--- config.mk ---
export PLATFORM = sky130hd
export DESIGN_NAME = axi_master_arbiter
export DESIGN_NICKNAME = d
export VERILOG_FILES = /design/src/rtl/axi_master_arbiter.sv
export SDC_FILE = /design/constraint.sdc
export NUM_CORES = 1
export LEC_CHECK = 0
export ABC_AREA = 0
export CORE_AREA = 5 5 183 185
export CTS_CLUSTER_SIZE = 12
export DETAILED_ROUTE_END_ITERATION = 8
export DIE_AREA = 0 0 188 190
export GPL_TIMING_DRIVEN = 0
export PLACE_DENSITY = 0.4
export SYNTH_ARGS = -nofsm -noshare
export SYNTH_HDL_FRONTEND = slang
export SYNTH_SLANG_ARGS = --single-unit
--- constraint.sdc ---
create_clock -name clk -period 2.3 [get_ports clk]
set_input_delay 0.345 -clock clk [delete_from_list [all_inputs] [get_ports clk]]
set_output_delay 0.345 -clock clk [all_outputs]
set_load 0.005 [all_outputs]
--- src/rtl/axi_master_arbiter.sv ---
// Shares one AXI4 master port between the IFU (read-only) and the LSU (read/write).
// One outstanding transaction at a time, round-robin on ties, with ID check and watchdog.
module axi_master_arbiter #(
  parameter int unsigned ADDR_W  = 32,
  parameter int unsigned DATA_W  = 32,
  parameter int unsigned ID_W    = 4,
  parameter int unsigned TIMEOUT = 1024
) (
  input  logic                clk,
  input  logic                rstn,
  input  logic                i_ifu_req,
  input  logic                i_lsu_req,
  input  logic                i_lsu_we,
  output logic                o_ifu_grant,
  output logic                o_lsu_grant,
  input  logic                i_ifu_arvalid,
  input  logic [ADDR_W-1:0]   i_ifu_araddr,
  input  logic [ID_W-1:0]     i_ifu_arid,
  input  logic [7:0]          i_ifu_arlen,
  input  logic [2:0]          i_ifu_arsize,
  input  logic [1:0]          i_ifu_arburst,
  output logic                o_ifu_arready,
  output logic [DATA_W-1:0]   o_ifu_rdata,
  output logic [1:0]          o_ifu_rresp,
  output logic                o_ifu_rlast,
  output logic [ID_W-1:0]     o_ifu_rid,
  output logic                o_ifu_rvalid,
  input  logic                i_ifu_rready,
  input  logic                i_lsu_arvalid,
  input  logic [ADDR_W-1:0]   i_lsu_araddr,
  input  logic [ID_W-1:0]     i_lsu_arid,
  input  logic [7:0]          i_lsu_arlen,
  input  logic [2:0]          i_lsu_arsize,
  input  logic [1:0]          i_lsu_arburst,
  output logic                o_lsu_arready,
  output logic [DATA_W-1:0]   o_lsu_rdata,
  output logic [1:0]          o_lsu_rresp,
  output logic                o_lsu_rlast,
  output logic [ID_W-1:0]     o_lsu_rid,
  output logic                o_lsu_rvalid,
  input  logic                i_lsu_rready,
  input  logic                i_lsu_awvalid,
  input  logic [ADDR_W-1:0]   i_lsu_awaddr,
  input  logic [ID_W-1:0]     i_lsu_awid,
  input  logic [7:0]          i_lsu_awlen,
  input  logic [2:0]          i_lsu_awsize,
  input  logic [1:0]          i_lsu_awburst,
  output logic                o_lsu_awready,
  input  logic                i_lsu_wvalid,
  input  logic [DATA_W-1:0]   i_lsu_wdata,
  input  logic [DATA_W/8-1:0] i_lsu_wstrb,
  input  logic                i_lsu_wlast,
  output logic                o_lsu_wready,
  output logic                o_lsu_bvalid,
  output logic [1:0]          o_lsu_bresp,
  output logic [ID_W-1:0]     o_lsu_bid,
  input  logic                i_lsu_bready,
  output logic                o_m_arvalid,
  output logic [ADDR_W-1:0]   o_m_araddr,
  output logic [ID_W-1:0]     o_m_arid,
  output logic [7:0]          o_m_arlen,
  output logic [2:0]          o_m_arsize,
  output logic [1:0]          o_m_arburst,
  input  logic                i_m_arready,
  input  logic [DATA_W-1:0]   i_m_rdata,
  input  logic [1:0]          i_m_rresp,
  input  logic                i_m_rlast,
  input  logic [ID_W-1:0]     i_m_rid,
  input  logic                i_m_rvalid,
  output logic                o_m_rready,
  output logic                o_m_awvalid,
  output logic [ADDR_W-1:0]   o_m_awaddr,
  output logic [ID_W-1:0]     o_m_awid,
  output logic [7:0]          o_m_awlen,
  output logic [2:0]          o_m_awsize,
  output logic [1:0]          o_m_awburst,
  input  logic                i_m_awready,
  output logic                o_m_wvalid,
  output logic [DATA_W-1:0]   o_m_wdata,
  output logic [DATA_W/8-1:0] o_m_wstrb,
  output logic                o_m_wlast,
  input  logic                i_m_wready,
  input  logic                i_m_bvalid,
  input  logic [1:0]          i_m_bresp,
  input  logic [ID_W-1:0]     i_m_bid,
  output logic                o_m_bready,
  output logic                o_id_err,
  output logic                o_timeout
);

  localparam int unsigned CNT_W = $clog2(TIMEOUT + 1);

  typedef enum logic [1:0] {
    ST_IDLE   = 2'd0,
    ST_IFU_RD = 2'd1,
    ST_LSU_RD = 2'd2,
    ST_LSU_WR = 2'd3
  } state_t;

  state_t           r_state;
  state_t           w_state_nxt;
  logic             r_ifu_grant;
  logic             r_lsu_grant;
  logic             r_last_lsu;
  logic [ID_W-1:0]  r_cap_id;
  logic             r_id_err;
  logic [CNT_W-1:0] r_wdog;
  logic             r_timeout;

  logic w_rd_done;
  logic w_wr_done;
  logic w_ar_hs;
  logic w_aw_hs;
  logic w_r_beat;
  logic w_b_beat;

  // Readies toward the SoC are zero unless a state owns that channel.
  assign w_ar_hs   = o_m_arvalid & i_m_arready;
  assign w_aw_hs   = o_m_awvalid & i_m_awready;
  assign w_r_beat  = i_m_rvalid & o_m_rready;
  assign w_b_beat  = i_m_bvalid & o_m_bready;
  assign w_rd_done = w_r_beat & i_m_rlast;
  assign w_wr_done = w_b_beat;

  assign o_ifu_grant = r_ifu_grant;
  assign o_lsu_grant = r_lsu_grant;
  assign o_id_err    = r_id_err;
  assign o_timeout   = r_timeout;

  // State register; grants are registered copies of the next owner.
  always_ff @(posedge clk) begin
    if (!rstn) begin
      r_state     <= ST_IDLE;
      r_ifu_grant <= 1'b0;
      r_lsu_grant <= 1'b0;
    end else begin
      r_state     <= w_state_nxt;
      r_ifu_grant <= (w_state_nxt == ST_IFU_RD);
      r_lsu_grant <= (w_state_nxt == ST_LSU_RD) || (w_state_nxt == ST_LSU_WR);
    end
  end

  // Next state: round-robin on ties, release on the completing beat.
  always_comb begin
    w_state_nxt = r_state;
    case (r_state)
      ST_IDLE: begin
        if (i_ifu_req && i_lsu_req) begin
          if (r_last_lsu) w_state_nxt = ST_IFU_RD;
          else            w_state_nxt = i_lsu_we ? ST_LSU_WR : ST_LSU_RD;
        end else if (i_ifu_req) begin
          w_state_nxt = ST_IFU_RD;
        end else if (i_lsu_req) begin
          w_state_nxt = i_lsu_we ? ST_LSU_WR : ST_LSU_RD;
        end
      end
      ST_IFU_RD, ST_LSU_RD: if (w_rd_done) w_state_nxt = ST_IDLE;
      ST_LSU_WR:            if (w_wr_done) w_state_nxt = ST_IDLE;
      default:              w_state_nxt = ST_IDLE;
    endcase
  end

  // Channel routing: only the owner's channels are connected through.
  always_comb begin
    o_m_arvalid   = 1'b0;
    o_m_araddr    = '0;
    o_m_arid      = '0;
    o_m_arlen     = '0;
    o_m_arsize    = '0;
    o_m_arburst   = '0;
    o_m_rready    = 1'b0;
    o_m_awvalid   = 1'b0;
    o_m_awaddr    = '0;
    o_m_awid      = '0;
    o_m_awlen     = '0;
    o_m_awsize    = '0;
    o_m_awburst   = '0;
    o_m_wvalid    = 1'b0;
    o_m_wdata     = '0;
    o_m_wstrb     = '0;
    o_m_wlast     = 1'b0;
    o_m_bready    = 1'b0;
    o_ifu_arready = 1'b0;
    o_ifu_rvalid  = 1'b0;
    o_ifu_rdata   = i_m_rdata;
    o_ifu_rresp   = i_m_rresp;
    o_ifu_rlast   = i_m_rlast;
    o_ifu_rid     = i_m_rid;
    o_lsu_arready = 1'b0;
    o_lsu_rvalid  = 1'b0;
    o_lsu_rdata   = i_m_rdata;
    o_lsu_rresp   = i_m_rresp;
    o_lsu_rlast   = i_m_rlast;
    o_lsu_rid     = i_m_rid;
    o_lsu_awready = 1'b0;
    o_lsu_wready  = 1'b0;
    o_lsu_bvalid  = 1'b0;
    o_lsu_bresp   = i_m_bresp;
    o_lsu_bid     = i_m_bid;
    case (r_state)
      ST_IFU_RD: begin
        o_m_arvalid   = i_ifu_arvalid;
        o_m_araddr    = i_ifu_araddr;
        o_m_arid      = i_ifu_arid;
        o_m_arlen     = i_ifu_arlen;
        o_m_arsize    = i_ifu_arsize;
        o_m_arburst   = i_ifu_arburst;
        o_ifu_arready = i_m_arready;
        o_ifu_rvalid  = i_m_rvalid;
        o_m_rready    = i_ifu_rready;
      end
      ST_LSU_RD: begin
        o_m_arvalid   = i_lsu_arvalid;
        o_m_araddr    = i_lsu_araddr;
        o_m_arid      = i_lsu_arid;
        o_m_arlen     = i_lsu_arlen;
        o_m_arsize    = i_lsu_arsize;
        o_m_arburst   = i_lsu_arburst;
        o_lsu_arready = i_m_arready;
        o_lsu_rvalid  = i_m_rvalid;
        o_m_rready    = i_lsu_rready;
      end
      ST_LSU_WR: begin
        o_m_awvalid   = i_lsu_awvalid;
        o_m_awaddr    = i_lsu_awaddr;
        o_m_awid      = i_lsu_awid;
        o_m_awlen     = i_lsu_awlen;
        o_m_awsize    = i_lsu_awsize;
        o_m_awburst   = i_lsu_awburst;
        o_lsu_awready = i_m_awready;
        o_m_wvalid    = i_lsu_wvalid;
        o_m_wdata     = i_lsu_wdata;
        o_m_wstrb     = i_lsu_wstrb;
        o_m_wlast     = i_lsu_wlast;
        o_lsu_wready  = i_m_wready;
        o_lsu_bvalid  = i_m_bvalid;
        o_m_bready    = i_lsu_bready;
      end
      default: ;
    endcase
  end

  // Bookkeeping: last-served, ID capture/check, ownership watchdog.
  always_ff @(posedge clk) begin
    if (!rstn) begin
      r_last_lsu <= 1'b0;
      r_cap_id   <= '0;
      r_id_err   <= 1'b0;
      r_wdog     <= '0;
      r_timeout  <= 1'b0;
    end else begin
      if (w_rd_done || w_wr_done) r_last_lsu <= (r_state != ST_IFU_RD);
      if (w_ar_hs)      r_cap_id <= o_m_arid;
      else if (w_aw_hs) r_cap_id <= o_m_awid;
      r_id_err <= (w_r_beat && (i_m_rid != r_cap_id)) ||
                  (w_b_beat && (i_m_bid != r_cap_id));
      if (r_state == ST_IDLE || w_rd_done || w_wr_done) begin
        r_wdog <= '0;
      end else if (r_wdog != CNT_W'(TIMEOUT)) begin
        r_wdog <= r_wdog + CNT_W'(1);
        if (r_wdog == CNT_W'(TIMEOUT - 1)) r_timeout <= 1'b1;
      end
    end
  end

endmodule

### Word-level counts from Yosys, hierarchy flattened

Cells that the tools add are included.

* flip-flop bits (word level): 22
* input port bits: 246
* output and inout port bits: 235
* word-level logic and storage cells: 75

* $add $sub $neg: 1
* equal/unequal tests: 11
* multiplexer cells: 35
* bitwise operators: 7
* reduce and logical (&&, ||, !) cells: 13

Operator list (count)
* $mux W32: 2
* $pmux W32 S2: 1
* $mux W4: 4
* $pmux W8 S2: 1
* $mux W2: 7
* $mux W1: 12
* $add A11 B1 Y11 const B: 1
* $eq A11 B10 Y1 const B: 1
* $ne A11 B11 Y1 const B: 1
* $eq A2 B2 Y1 const B: 4
* $mux W8: 1
* $ne A4 B4 Y1: 2
* $pmux W4 S2: 1
* $pmux W2 S3: 1
* $pmux W3 S2: 1
* $and A1 B1 Y1: 5
* $logic_or A1 B1 Y1: 5
* $eq A2 B1 Y1 const B: 2
* $pmux W1 S2: 2
* $pmux W2 S2: 1
* $reduce_or A2 Y1: 2
* $logic_and A1 B1 Y1: 3
* $mux W3: 1
* $reduce_and A3 Y1: 1
* other kinds (4): 5

### Depth between registers and ports, before layout

* depth after elaboration: 8
* gate-level depth with buffers: 8
* gate-level depth less buffers: 6

### Worst setup path before layout

No wires, ideal clock.

* path kind: reg2reg
* start point: register r_state[0]
* end point: register r_wdog[9]
* arrival time: 1.761 ns
* required time: 2.227 ns
* slack: 0.466 ns
* stages on the path, launching flop included: 9
* path buffers: 2
* clock period less this slack: 1.834 ns
* cells stage by stage: dfxtp_1 inv_1 ha_1 clkbuf_1 nand3_1 o21ai_2 or3b_4 buf_6 nor3b_2

* longest elaborated chain between the ends: 7

Ends and longest elaborated chain
* from (decl): RTL line 100 `state_t r_state;`
* from (signal assigned): RTL line 137 `r_state <= w_state_nxt;`
* $eq A2 B2 Y1 or $eq A2 B1 Y1 (tied branches): RTL line 200 `case (r_state)`
* $pmux W1 S2: RTL line 200
* $and A1 B1 Y1: RTL line 120 `assign w_r_beat = i_m_rvalid & o_m_rready;`
* $and A1 B1 Y1: RTL line 122 `assign w_rd_done = w_r_beat & i_m_rlast;`
* $logic_or A1 B1 Y1: RTL line 257 `if (r_state == ST_IDLE || w_rd_done || w_wr_done) begin`
* $logic_or A1 B1 Y1 *: RTL line 257
* $reduce_or A2 Y1 (no line) *
* to (signal assigned): RTL line 260 `r_wdog <= r_wdog + CNT_W'(1);`
* to (decl): RTL line 107 `logic [CNT_W-1:0] r_wdog;`

Mark *: on every way between the ends. The rest lies on a longest branch, timed or not.
A chain may end at the register's enable or synchronous reset.

### Worst setup path after layout

* start point: register r_state[1]
* end point: output o_m_arlen[7]

* longest elaborated chain between the ends: 2

Ends and longest elaborated chain
* $eq A2 B2 Y1 or $eq A2 B1 Y1 (tied branches): RTL line 200
* $pmux W8 S2 *: RTL line 200
* to (decl): RTL line 61 `output logic [7:0] o_m_arlen,`

Marks and branches as above.

==> results.cfg <==
[clock_tree]
clockRootBuffer = clkbuf_16
cts_tree = yes
htreeDepth = 1
cts_sinks = 22
ctsHoldBuffers = 0
cts_made_buffers = 3
clkLatencyLatePin_ns = 0.27
clk_path_buf_depth = 2
clk_pin_slew_worst_paths_ns = 0.07

[floorplanning]
row_count = 66
core_area_sq_um = 31900
die_y_um = 190
die-area_sq_um = 35700
dieWidth_um = 188
initial_core_util_pct = 10.2
pin_count = 481

[worst_setup_path]
max_stage_delay_ns = 0.50
cpLargestDelayFamily = buffers and inverters
cp-start-kind = flip-flop
cp.arrival_ns = 1.90
critPathBufInv = 3
crit_path_end_kind = output pin
critPathKind = reg2out
crit_slowest_cell = clkdlybuf4s50_1
path_cells = inv_2 -> ha_4 -> buf_8 -> nor2b_1 -> clkdlybuf4s50_1
crit_required_ns = 1.96
cp_max_fo = 10

[timing]
rsz0062_at_grt = true
setup_tns_ns = 0
holdWs_ns = 0.502
fin_crit_sh_pct = 97.6
fmax_mhz = 445
layout_min_cycle_time_ns = 2.25
slew_violations = 0
fin_skew_ns = 0.00538
worst_pin_slew_ns = 0.481
final-hold-violation-count = 0
setup_viol = 0
slew_headroom_pct = 68.0

[synth]
netlist_instances = 437
avgSynthCellArea_sq_um = 7.44
async_flop_share_pct = 0
synth_mux_area_share_pct = 2.77
ys_ff_latch = 22
ys_seq_area_share_pct = 13.5
ys.flop_type = dfxtp_1
synth_compound_area_share_pct = 15.4
synth_top_family_by_area = simple AND/OR/NAND/NOR gates
yosys.cell_types.count = 39
synth_adder_area_share_pct = 2.31
synth_enable_flop_cells = 0
synthXorXnorAreaFrac_pct = 4.58
yosys.area_share.simple_pct = 37.3
syn_area_sq_um = 3250
ys_warn_count = 0
syn-num-nets = 689

[worst_hold_path]
hold_class = reg2reg

[cells_and_area]
stdcell_area_sq_um = 8940
final_common_cell = clkdlybuf4s50_1
final_cells = 1307
drive_gt1_share_pct = 17.6
layout.nets = 1152
mostFrequentLayoutCells = clkdlybuf4s50_1, and2_1, buf_4
syn2layout_area_growth_pct = 175
antenna_cells = 0

[placement]
gp_congestion = 0.799
io_buffers = 444
dp_hpwl_um = 20100
placed_cell_area_sq_um = 8210
dp.cells = 1289

[global_routing]
grt_antenna_before_repair = 0
overflow = 0
grt_pass1_vias = 4702
grtUsageTotal_pct = 11.6
grt_pass1_wl_um = 31800
grt_max_degree = 14

[detailed_routing]
drc = 0
initialDrtViolationCount = 128
vias = 4634
detail-route-antenna-nets = 0
vias_per_cell = 3.55
wire_per_inst_um = 17.9
wirelength_um = 23400
first_pass_iters = 4

[power]
ir_worst_vdd_mv = 0.231
static-leakage-power_nw = 4.12
powerDensity_nw_per_um2 = 293

[flow_run]
cap_violations = 0

[status]
run_status = finished clean
per-layer routing:
| metal | global-route usage [%] | vias to the layer above | share of wire (%) | routed length [um] |
|---|---|---|---|---|
| li1 | - | 2293 | - | - |
| met1 | 13.0 | 2107 | 39 | 9080 |
| met2 | 23.0 | 223 | 54 | 12700 |
| met3 | 2.86 | 11 | 6.0 | 1400 |
| met4 | 1.07 | 0 | 0.82 | 191 |
| met5 | 0 | - | 0 | 0 |
final cells by class:
class	instances	area (sq um)
fillers	3441	22900
flip-flops and latches	22	448
plain buffers	113	1030
inverters	5	21.3
multi-input cells	296	2130
repair buffers	459	4680
clock buffers	3	75.1
clock inverters	1	30.0
well taps	408	510
sequential cells by signal, summed over array words and instances (netlist names):
| signal | count |
|---|---|
| o_id_err | 1 |
| r_wdog | 11 |
| o_lsu_grant | 1 |
| r_last_lsu | 1 |
| r_cap_id | 4 |
| o_ifu_grant | 1 |
| o_timeout | 1 |
| r_state | 2 |
cell families after synthesis:
kind of cell	after synthesis
fa+ha+maj	6
mux	9
flops	22
compound gates	64
buf+inv	119
xor+xnor	17
simple gates	200
metrics by stage:
| step | util [%] | worst slack (ns) | total power (W) |
|---|---|---|---|
| 2_1_floorplan | - | 0.466 | 0.000942 |
| 3_3_place_gp | 25.7 | -0.686 | 0.00190 |
| 3_5_place_dp | 25.7 | -0.686 | 0.00189 |
| 4_1_cts | 26.9 | -0.175 | 0.00254 |
| 5_1_grt | 28.0 | -0.0142 | 0.00276 |
| 6_report | 28.0 | 0.0549 | 0.00262 |
power breakdown:
| part | switching, W | leakage [nW] | internal (W) |
|---|---|---|---|
| clock network | 0.000164 | 0.0511 | 0.000347 |
| registers | 0.0000204 | 0.180 | 0.000396 |
| logic | 0.000573 | 3.89 | 0.00111 |
| total | 0.000758 | 4.12 | 0.00186 |
Yosys cell counts (2+ instances only):
cell type  count  area share [%]
nor2b_1       54              10
inv_1          5            0.58
xnor2_1       14             3.8
buf_1          2            0.23
buf_6          3             1.0
nand3b_1       2            0.46
nand2_1        8            0.92
nor4_1         2            0.38
o211ai_1       2            0.46
a22oi_1       50              12
clkbuf_1      25             2.9
buf_4         84              19
ha_1           6             2.3
nor2_1        10             1.2
nand3_1       10             1.5
nor3_1         2            0.31
and2_1       102              20
xor2_1         3            0.81
a21bo_2        2            0.62
mux2i_1        9             2.8
nand2b_1       2            0.38
nand4_1        2            0.38
dfxtp_1       22              14
timing repair:
action / CTS / global route
setup buffers: 5 / 6
pin swaps: 4 / 2
resized for setup: 86 / 99
endpoints found under the setup margin: 147 / 87
gates cloned: 0 / 4
worst paths after layout:
path,slack [ns],to,cells past startpoint,start
max,0.05,o_m_arlen[7],5,r_state[1]
min,0.50,o_timeout,1,r_wdog[10]
max reg2reg,0.23,r_wdog[9],9,r_state[1]
min reg2reg,0.50,o_timeout,1,r_wdog[10]
No activity file was read; power rests on OpenSTA's default activity.
